[src/rtl/etroc1_rx_if.sv]
// Hit stream between the ETROC1 receiver and the DAQ consumer.
//   hit_valid : head of the hit FIFO holds a hit
//   hit_ready : consumer accepts the head hit this cycle
//   hit_pix   : pixel index row*4+col
//   hit_bcid  : BCID of the frame that carried the hit
//   hit_tdc   : TDC payload
// master = receiver side, slave = consumer side.
interface etroc1_rx_if;
   logic        hit_valid;
   logic        hit_ready;
   logic [3:0]  hit_pix;
   logic [11:0] hit_bcid;
   logic [23:0] hit_tdc;

   modport master (
      output hit_valid,
      output hit_pix,
      output hit_bcid,
      output hit_tdc,
      input  hit_ready
   );

   modport slave (
      input  hit_valid,
      input  hit_pix,
      input  hit_bcid,
      input  hit_tdc,
      output hit_ready
   );
endinterface

[src/rtl/etroc1_rx.sv]
// ETROC1 4x4 readout-stream receiver: parses header/data/trailer frames from
// the deserializer, checks frame integrity and buffers decoded hits in a FIFO.
//   clock      : system clock, rising edge
//   reset      : asynchronous, active-high
//   din        : 30-bit readout word
//   din_en     : word-valid qualifier
//   hit        : hit stream (etroc1_rx_if.master)
//   frame_done : one-cycle pulse after a good trailer
//   err_cnt    : saturating frame-error count
//   ovf_cnt    : saturating count of hits dropped on a full FIFO
module etroc1_rx #(
   parameter int unsigned FIFO_AW = 4,
   parameter int unsigned TIMEOUT = 64
) (
   input  logic        clock,
   input  logic        reset,
   input  logic [29:0] din,
   input  logic        din_en,
   etroc1_rx_if.master hit,
   output logic        frame_done,
   output logic [7:0]  err_cnt,
   output logic [7:0]  ovf_cnt
);

   localparam int unsigned DEPTH = 1 << FIFO_AW;
   localparam int unsigned CNT_W = FIFO_AW + 1;
   localparam int unsigned TMO_W = $clog2(TIMEOUT + 1);
   localparam int unsigned NPIX  = 16;

   typedef struct packed {
      logic [3:0]  pix;
      logic [11:0] bcid;
      logic [23:0] tdc;
   } hit_t;

   typedef enum logic [1:0] {
      W_IDLE = 2'b00,
      W_DATA = 2'b01,
      W_HDR  = 2'b10,
      W_TRL  = 2'b11
   } wtype_t;

   typedef enum logic {
      S_IDLE,
      S_PAYLOAD
   } state_t;

   // frame parser state
   state_t            state_q, state_d;
   logic [15:0]       roi_q, roi_d;
   logic [11:0]       bcid_q, bcid_d;
   logic [4:0]        nhit_q, nhit_d;
   logic [4:0]        ndata_q, ndata_d;
   logic [TMO_W-1:0]  tmo_q, tmo_d;
   logic [3:0]        last_pix_q, last_pix_d;
   logic              have_last_q, have_last_d;
   logic              ferr_q, ferr_d;

   logic              err_inc_c;
   logic              push_c;
   logic              done_c;
   logic              start_c;
   logic              abort_c;

   // one-stage push pipeline into the FIFO
   logic              push_q;
   hit_t              push_hit_q;

   // hit FIFO
   hit_t              mem [DEPTH];
   logic [FIFO_AW-1:0] wr_ptr, rd_ptr, rd_ptr_d;
   logic [CNT_W-1:0]  count, count_d;
   logic              pop_c, full_c, wr_en_c, drop_c;
   hit_t              head_d;

   wtype_t            wtype;
   logic [3:0]        w_pix;
   logic [23:0]       w_tdc;
   logic [7:0]        w_cnt;
   logic [TMO_W-1:0]  tmo_inc;

   assign wtype   = wtype_t'(din[29:28]);
   assign w_pix   = din[27:24];
   assign w_tdc   = din[23:0];
   assign w_cnt   = din[27:20];
   assign tmo_inc = tmo_q + TMO_W'(1);

   // parser state register
   always_ff @(posedge clock or posedge reset) begin
      if (reset) begin
         state_q     <= S_IDLE;
         roi_q       <= '0;
         bcid_q      <= '0;
         nhit_q      <= '0;
         ndata_q     <= '0;
         tmo_q       <= '0;
         last_pix_q  <= '0;
         have_last_q <= 1'b0;
         ferr_q      <= 1'b0;
      end else begin
         state_q     <= state_d;
         roi_q       <= roi_d;
         bcid_q      <= bcid_d;
         nhit_q      <= nhit_d;
         ndata_q     <= ndata_d;
         tmo_q       <= tmo_d;
         last_pix_q  <= last_pix_d;
         have_last_q <= have_last_d;
         ferr_q      <= ferr_d;
      end
   end

   // parser next state; ferr_q limits error counting to once per frame
   always_comb begin
      state_d     = state_q;
      roi_d       = roi_q;
      bcid_d      = bcid_q;
      nhit_d      = nhit_q;
      ndata_d     = ndata_q;
      tmo_d       = tmo_q;
      last_pix_d  = last_pix_q;
      have_last_d = have_last_q;
      ferr_d      = ferr_q;
      err_inc_c   = 1'b0;
      push_c      = 1'b0;
      done_c      = 1'b0;
      start_c     = 1'b0;
      abort_c     = 1'b0;

      if (din_en) begin
         unique case (state_q)
            S_IDLE: begin
               case (wtype)
                  W_HDR:        start_c   = 1'b1;
                  W_DATA, W_TRL: err_inc_c = 1'b1;
                  default: ;
               endcase
            end
            S_PAYLOAD: begin
               tmo_d = tmo_inc;
               case (wtype)
                  W_HDR: begin
                     err_inc_c = !ferr_q;
                     start_c   = 1'b1;
                  end
                  W_TRL: begin
                     state_d = S_IDLE;
                     if (!ferr_q && (w_cnt == 8'(nhit_q)))
                        done_c = 1'b1;
                     else
                        err_inc_c = !ferr_q;
                  end
                  W_DATA: begin
                     if ((tmo_inc == TMO_W'(TIMEOUT)) || (ndata_q == 5'(NPIX))) begin
                        abort_c = 1'b1;
                     end else begin
                        ndata_d = ndata_q + 5'd1;
                        // in-ROI and strictly ascending pixel order
                        if (roi_q[w_pix] && (!have_last_q || (w_pix > last_pix_q))) begin
                           push_c      = 1'b1;
                           nhit_d      = nhit_q + 5'd1;
                           last_pix_d  = w_pix;
                           have_last_d = 1'b1;
                        end else begin
                           err_inc_c = !ferr_q;
                           ferr_d    = 1'b1;
                        end
                     end
                  end
                  default: begin
                     if (tmo_inc == TMO_W'(TIMEOUT))
                        abort_c = 1'b1;
                  end
               endcase
            end
         endcase
      end

      if (start_c) begin
         state_d     = S_PAYLOAD;
         roi_d       = din[27:12];
         bcid_d      = din[11:0];
         nhit_d      = '0;
         ndata_d     = '0;
         tmo_d       = '0;
         last_pix_d  = '0;
         have_last_d = 1'b0;
         ferr_d      = 1'b0;
      end

      if (abort_c) begin
         err_inc_c = !ferr_q;
         state_d   = S_IDLE;
      end
   end

   // push pipeline, frame_done pulse and saturating error count
   always_ff @(posedge clock or posedge reset) begin
      if (reset) begin
         push_q     <= 1'b0;
         push_hit_q <= '0;
         frame_done <= 1'b0;
         err_cnt    <= '0;
      end else begin
         push_q     <= push_c;
         frame_done <= done_c;
         if (push_c) begin
            push_hit_q.pix  <= w_pix;
            push_hit_q.bcid <= bcid_q;
            push_hit_q.tdc  <= w_tdc;
         end
         if (err_inc_c && (err_cnt != 8'hFF))
            err_cnt <= err_cnt + 8'd1;
      end
   end

   // FIFO control; a pop frees a slot for a same-cycle push when full
   assign pop_c   = hit.hit_valid & hit.hit_ready;
   assign full_c  = (count == CNT_W'(DEPTH));
   assign wr_en_c = push_q & (!full_c | pop_c);
   assign drop_c  = push_q & full_c & !pop_c;

   always_comb begin
      count_d  = count;
      rd_ptr_d = pop_c ? (rd_ptr + FIFO_AW'(1)) : rd_ptr;
      case ({wr_en_c, pop_c})
         2'b10:   count_d = count + CNT_W'(1);
         2'b01:   count_d = count - CNT_W'(1);
         default: count_d = count;
      endcase
      // next head; bypass the write when it lands on the new read slot
      if (count_d == '0)
         head_d = '0;
      else if (wr_en_c && (rd_ptr_d == wr_ptr))
         head_d = push_hit_q;
      else
         head_d = mem[rd_ptr_d];
   end

   // FIFO storage, no reset needed
   always_ff @(posedge clock) begin
      if (wr_en_c)
         mem[wr_ptr] <= push_hit_q;
   end

   // FIFO pointers, registered head outputs and overflow count
   always_ff @(posedge clock or posedge reset) begin
      if (reset) begin
         wr_ptr        <= '0;
         rd_ptr        <= '0;
         count         <= '0;
         hit.hit_valid <= 1'b0;
         hit.hit_pix   <= '0;
         hit.hit_bcid  <= '0;
         hit.hit_tdc   <= '0;
         ovf_cnt       <= '0;
      end else begin
         if (wr_en_c)
            wr_ptr <= wr_ptr + FIFO_AW'(1);
         rd_ptr        <= rd_ptr_d;
         count         <= count_d;
         hit.hit_valid <= (count_d != '0);
         hit.hit_pix   <= head_d.pix;
         hit.hit_bcid  <= head_d.bcid;
         hit.hit_tdc   <= head_d.tdc;
         if (drop_c && (ovf_cnt != 8'hFF))
            ovf_cnt <= ovf_cnt + 8'd1;
      end
   end

endmodule
[src/flat_wrapper.sv]
// flat-port wrapper written by rule: the top's interface ports become plain ports
module etroc1_rx_flat 
#(
   parameter int unsigned FIFO_AW = 4,
   parameter int unsigned TIMEOUT = 64
)
  (clock, reset, din, din_en, frame_done, err_cnt, ovf_cnt, hit_hit_valid, hit_hit_pix, hit_hit_bcid, hit_hit_tdc, hit_hit_ready);
  etroc1_rx_if hit_i ();
  input  logic clock;
  input  logic reset;
  input  logic [29:0] din;
  input  logic din_en;
  output logic frame_done;
  output logic [7:0] err_cnt;
  output logic [7:0] ovf_cnt;
  output wire logic [$bits(hit_i.hit_valid)-1:0] hit_hit_valid;
  output wire logic [$bits(hit_i.hit_pix)-1:0] hit_hit_pix;
  output wire logic [$bits(hit_i.hit_bcid)-1:0] hit_hit_bcid;
  output wire logic [$bits(hit_i.hit_tdc)-1:0] hit_hit_tdc;
  input wire logic [$bits(hit_i.hit_ready)-1:0] hit_hit_ready;
  assign hit_hit_valid = hit_i.hit_valid;
  assign hit_hit_pix = hit_i.hit_pix;
  assign hit_hit_bcid = hit_i.hit_bcid;
  assign hit_hit_tdc = hit_i.hit_tdc;
  assign hit_i.hit_ready = hit_hit_ready;
  etroc1_rx #(.FIFO_AW(FIFO_AW), .TIMEOUT(TIMEOUT)) u_core (.clock(clock), .reset(reset), .din(din), .din_en(din_en), .hit(hit_i), .frame_done(frame_done), .err_cnt(err_cnt), .ovf_cnt(ovf_cnt));
endmodule
[config.mk]
export PLATFORM = sky130hd
export DESIGN_NAME = etroc1_rx_flat
export DESIGN_NICKNAME = d
export VERILOG_FILES = /design/src/rtl/etroc1_rx_if.sv /design/src/rtl/etroc1_rx.sv /design/src/flat_wrapper.sv
export SDC_FILE = /design/constraint.sdc
export NUM_CORES = 1
export LEC_CHECK = 0
export ABC_AREA = 0
export CAP_MARGIN = 20
export CORE_UTILIZATION = 29
export DETAILED_ROUTE_END_ITERATION = 12
export DONT_BUFFER_PORTS = 1
export PLACE_DENSITY = 0.53
export SYNTH_ARGS = -nofsm -noshare
export SYNTH_HDL_FRONTEND = slang
export SYNTH_SLANG_ARGS = --single-unit
[constraint.sdc]
create_clock -name clock -period 5.1 [get_ports clock]
set_input_delay 0.765 -clock clock [delete_from_list [all_inputs] [get_ports clock]]
set_output_delay 0.765 -clock clock [all_outputs]
set_load 0.02 [all_outputs]
==> results.md <==
* Top Ports at 92
* Total Routed Length at between 70000 and 80000 um
* Startpoint of the worst register-to-register path: u_core.hit.hit_valid
* Total number of vias at ~15k
* # DRC at 0
* Family with the most delay on the worst path: simple AND/OR/NAND/NOR gates
* Clock period minus final worst setup slack at around 4.4 ns
* Detailed-router iteration count before antenna repair at 5
* Data required time of the worst path at 5.64 ns
* Worst Hold Margin at 0.197 ns
* Flop and latch count out of synthesis at roughly 800
* Max Clk Rate at around 230 MHz
* Worst min path class: primary input to register
* PwrDens at approximately 610 nW/um^2
* DIE AREA at around 110000 um^2
* Remaining number of nets flagged by the antenna check after routing at 0
* Maximum number of pins on one net before global-route repair at roughly 120
* Final instance area at 36200 um^2
* Last weighted congestion value of the routability-driven placer at 0.774
* Post-synthesis cell count at 1534
* Final-report setup violation count at 0
* Area of the multi-input gates at ~7600 um^2
* Critical path endpoint category: register
* Count of flip-flops with a built-in enable after synthesis at 640
* Mapped Nets at ~1.6k
* Worst vdd ir at 0.000458 V
* Storage element area at around 23000 um^2
* Commonest register cell after synthesis: sky130_fd_sc_hd__edfxtp_1
* Initial core utilization at 0.292
* Portion of total power attributed to combinational logic at 0.268
* Clock Skew at between 0.06 and 0.07 ns
* Data arrival, critical path at between 4 and 5 ns
* Wire length of the first global-routing pass at roughly 120000 um
* TritonCTS clock tree: built
* Site Rows at 120
* Switching part of the total at 0.304
* Stage delay of the slowest cell on the critical path at between 0.6 and 0.7 ns
* Async set-reset flop share out of synthesis at 0.204
* Post-synthesis instance area at 31300 um^2
* Setup TNS at 0 ns
* Number of maximum-capacitance constraint violations at 0
* Worst Reg-to-Reg Cells at 14
* Largest fanout of any net on the critical path at 40
* Average wire length per cell after detail routing at around 26 um
* Clock insertion delay at the later pin of the skew report at around 0.67 ns
* # clock sinks at between 800 and 900
* Area grow syn2layout at 15.7%
* Source of the worst hold timing path: din[9]
* Worst-path cell chain: nand2_2 > a31oi_1 > inv_1 > ha_1 > ha_1 > nor2b_1 > o21ai_0 > and3_1 > nor4_1 > nor4bb_1 > buf_4 > nor2_4 > buf_4 > a22o_1
* Final number of hold-violating endpoints at 0
* Filler instances at around 10k
* Clock root buffer: sky130_fd_sc_hd__clkbuf_16
* Total cell area at the placement stage at 33200 um^2
* Number of vias per cell after detailed routing at 4.94
* Number of distinct library cells after synthesis at 59
* Height of the chip at about 330 um
* Detailed-placement wirelength estimate at between 40000 and 50000 um
* Count of buffering cells on the critical path with inverters included at 3
* Reg2Reg Setup Slack at between 0.6 and 0.7 ns
* Initial drt markers at roughly 1.5k
* Clock slew at the register clock pins of the worst setup and hold paths at 0.06 ns
* Actual transition at the worst max-transition pin at 1.04 ns
* Power dissipated by switching net loads at between 6 and 7 mW
* Period utilisation layout at 0.867
* Count of instances resized after the clock tree is built at 0
* Area inside the core boundary at 107000 um^2
* Syn avg cell area at approximately 20 um^2
* Critical path's slowest cell: sky130_fd_sc_hd__a31oi_1
* Post-CTS Repair Setup Buffers at 0
* Total congestion overflow after global routing at 0
* Startpoint kind of the worst setup timing path: register
* Via count of the first global-routing pass at 16.0k
* FF-to-FF End: u_core.hit.hit_tdc[23]
* Max transition margin at 0.308
* Clock power frac at 0.294
* Initial antenna violation count at 6
* Status: completed
* Number of H-tree branching levels at 3
* Cell Int Power at around 15 mW
* Worst hold path depth at 2
* Number of nets in the finished design at between 1.5k and 2k
* Sequential fraction of design power at 0.437
* Critical setup path kind: register to register
* Fraction of final layout cells with drive strength greater than 1 at 0.269
* Unrepaired setup endpoints after global routing: false
* Number of buffers between clock root and the deepest sink at 3
* Total of warnings raised by yosys at 0
* Global-route usage over all layers at 0.147
* I/O Buffers at 0
* Num CTS Buffers at 87
* Leak Pwr at 12.4 nW
* Final slew viol count at 0
* Endpoint of the worst hold-timing path: u_core.bcid_q[9]
* Post-synthesis sequential area ratio at 0.746
* Width of the chip at ~330 um
-- logic make-up (layout without fill, tap and decap cells) --
kind of cell    count (synthesis)  in the layout  synth area share
mux                           252            252             0.163
xor+xnor                       36             36            0.0103
compound gates                105            105            0.0256
other cells                     0              3                 0
buf+inv                       103            238            0.0149
flops                         804            804             0.746
fa+ha+maj                      21             21           0.00864
simple gates                  213            213            0.0324
-- cell usage after synthesis (2+ instances only) --
master | n | area share
sky130_fd_sc_hd__a21boi_0 | 2 | 0.00048
sky130_fd_sc_hd__a21oi_1 | 12 | 0.0019
sky130_fd_sc_hd__a22o_1 | 49 | 0.014
sky130_fd_sc_hd__a22oi_1 | 2 | 0.00048
sky130_fd_sc_hd__a311oi_1 | 2 | 0.00056
sky130_fd_sc_hd__a31oi_1 | 2 | 0.00040
sky130_fd_sc_hd__and2_1 | 13 | 0.0026
sky130_fd_sc_hd__and3_1 | 12 | 0.0024
sky130_fd_sc_hd__and4_1 | 2 | 0.00056
sky130_fd_sc_hd__buf_2 | 42 | 0.0067
sky130_fd_sc_hd__buf_6 | 3 | 0.0011
sky130_fd_sc_hd__clkbuf_1 | 28 | 0.0034
sky130_fd_sc_hd__dfrtp_1 | 164 | 0.13
sky130_fd_sc_hd__edfxtp_1 | 640 | 0.61
sky130_fd_sc_hd__ha_1 | 20 | 0.0080
sky130_fd_sc_hd__inv_1 | 28 | 0.0034
sky130_fd_sc_hd__mux2_2 | 41 | 0.015
sky130_fd_sc_hd__mux2i_1 | 9 | 0.0029
sky130_fd_sc_hd__mux4_2 | 201 | 0.14
sky130_fd_sc_hd__nand2_1 | 104 | 0.012
sky130_fd_sc_hd__nand3_1 | 18 | 0.0029
sky130_fd_sc_hd__nand4_1 | 8 | 0.0016
sky130_fd_sc_hd__nor2_1 | 20 | 0.0024
sky130_fd_sc_hd__nor2b_1 | 4 | 0.00080
sky130_fd_sc_hd__nor3_1 | 15 | 0.0024
sky130_fd_sc_hd__nor3b_1 | 5 | 0.0012
sky130_fd_sc_hd__nor4_1 | 4 | 0.00080
sky130_fd_sc_hd__o2111ai_1 | 2 | 0.00056
sky130_fd_sc_hd__o21ai_0 | 16 | 0.0026
sky130_fd_sc_hd__o21bai_1 | 2 | 0.00048
sky130_fd_sc_hd__o22ai_1 | 2 | 0.00040
sky130_fd_sc_hd__o2bb2ai_1 | 2 | 0.00056
sky130_fd_sc_hd__xnor2_1 | 17 | 0.0048
sky130_fd_sc_hd__xor2_1 | 18 | 0.0050
-- how the worst max path moves through the flow --
stage / startpoint / endpoint / slack, ns / depth (start not counted)
final: u_core.hit.hit_valid / u_core.hit.hit_tdc[23] / 0.68 / 14
after global routing: u_core.hit.hit_valid / u_core.hit.hit_tdc[23] / 0.56 / 14
after CTS: u_core.hit.hit_valid / u_core.hit.hit_tdc[23] / 0.79 / 14
after detailed placement: hit_hit_ready / u_core.hit.hit_tdc[16] / 0.63 / 14
after global placement: hit_hit_ready / u_core.hit.hit_pix[2] / 0.74 / 14
after floorplan: hit_hit_ready / u_core.hit.hit_bcid[0] / 1.49 / 13
-- routing by layer --
| layer | vias to the layer above | part of all wire | track usage |
|---|---|---|---|
| met2 | 453 | 0.49 | 0.240 |
| met5 | - | 0.00034 | 0 |
| met3 | 115 | 0.073 | 0.0393 |
| met1 | 8280 | 0.42 | 0.195 |
| li1 | 6334 | - | - |
| met4 | 4 | 0.019 | 0.0377 |
-- cells in the final DEF (no fill, tap or decap), types with 5 or more instances in the layout --
cell                        count
sky130_fd_sc_hd__mux2_2        41
sky130_fd_sc_hd__xor2_1        16
sky130_fd_sc_hd__clkbuf_16     88
sky130_fd_sc_hd__inv_1         27
sky130_fd_sc_hd__a21oi_1       12
sky130_fd_sc_hd__nand2_1      104
sky130_fd_sc_hd__edfxtp_1     640
sky130_fd_sc_hd__nor2_1        19
sky130_fd_sc_hd__clkinv_2      12
sky130_fd_sc_hd__xnor2_1       17
sky130_fd_sc_hd__bufinv_16     10
sky130_fd_sc_hd__buf_4         40
sky130_fd_sc_hd__nand3_1       18
sky130_fd_sc_hd__clkbuf_8      10
sky130_fd_sc_hd__o21ai_0       16
sky130_fd_sc_hd__clkbuf_1      25
sky130_fd_sc_hd__and3_1         8
sky130_fd_sc_hd__clkinv_1       7
sky130_fd_sc_hd__ha_1          20
sky130_fd_sc_hd__and2_2        12
sky130_fd_sc_hd__a22o_1        49
sky130_fd_sc_hd__mux2i_1        9
sky130_fd_sc_hd__nand4_1        8
sky130_fd_sc_hd__mux4_2       201
sky130_fd_sc_hd__buf_12         5
sky130_fd_sc_hd__nor3b_1        5
sky130_fd_sc_hd__dfrtp_1      164
sky130_fd_sc_hd__nor3_1        13
-- what timing repair did --
action,in CTS,in global routing
hold buffers,1,0
hold endpoints to repair,9,0
endpoints found under the setup margin,0,0
-- per-stage QoR --
stage	std cells	setup slack [ns]	power, mW	utilization
finish	3075	0.680	22.2	0.338
global route	3072	0.559	23.2	0.338
CTS	3072	0.792	22.5	0.338
detailed placement	2908	0.630	15.9	0.310
global placement	2908	0.741	15.8	0.310
floorplan	1534	1.49	13.9	-
-- layout make-up --
type	instances	share of cell area
inverter	29	0.00311
sequential	804	0.644
clock inverter	40	0.0152
multi-input combinational	627	0.210
clock buffer	123	0.0672
antenna	3	0.000207
timing repair buffer	46	0.0113
tap	1403	0.0485
-- power by group through the flow --
stage	Sequential, mW	Clock (mW)	Combinational, mW
after floorplan	9.23	0	4.71
after global placement	9.79	0	5.98
after detailed placement	9.86	0	6.05
after CTS	9.73	6.70	6.06
after global routing	9.84	6.92	6.41
final	9.70	6.52	5.95
-- sequential cells by signal, indices dropped and copies added, names as in the netlist, 4 cells and up --
name	count
u_core.last_pix_q	4
u_core.hit.hit_pix	4
u_core.err_cnt	8
u_core.ovf_cnt	8
u_core.hit.hit_tdc	24
u_core.nhit_q	5
u_core.tmo_q	7
u_core.hit.hit_bcid	12
u_core.rd_ptr	4
u_core.ndata_q	5
u_core.mem	640
u_core.wr_ptr	4
u_core.roi_q	16
u_core.bcid_q	12
u_core.count	5
u_core.push_hit_q	40
Power figures use the tool's default switching activity.
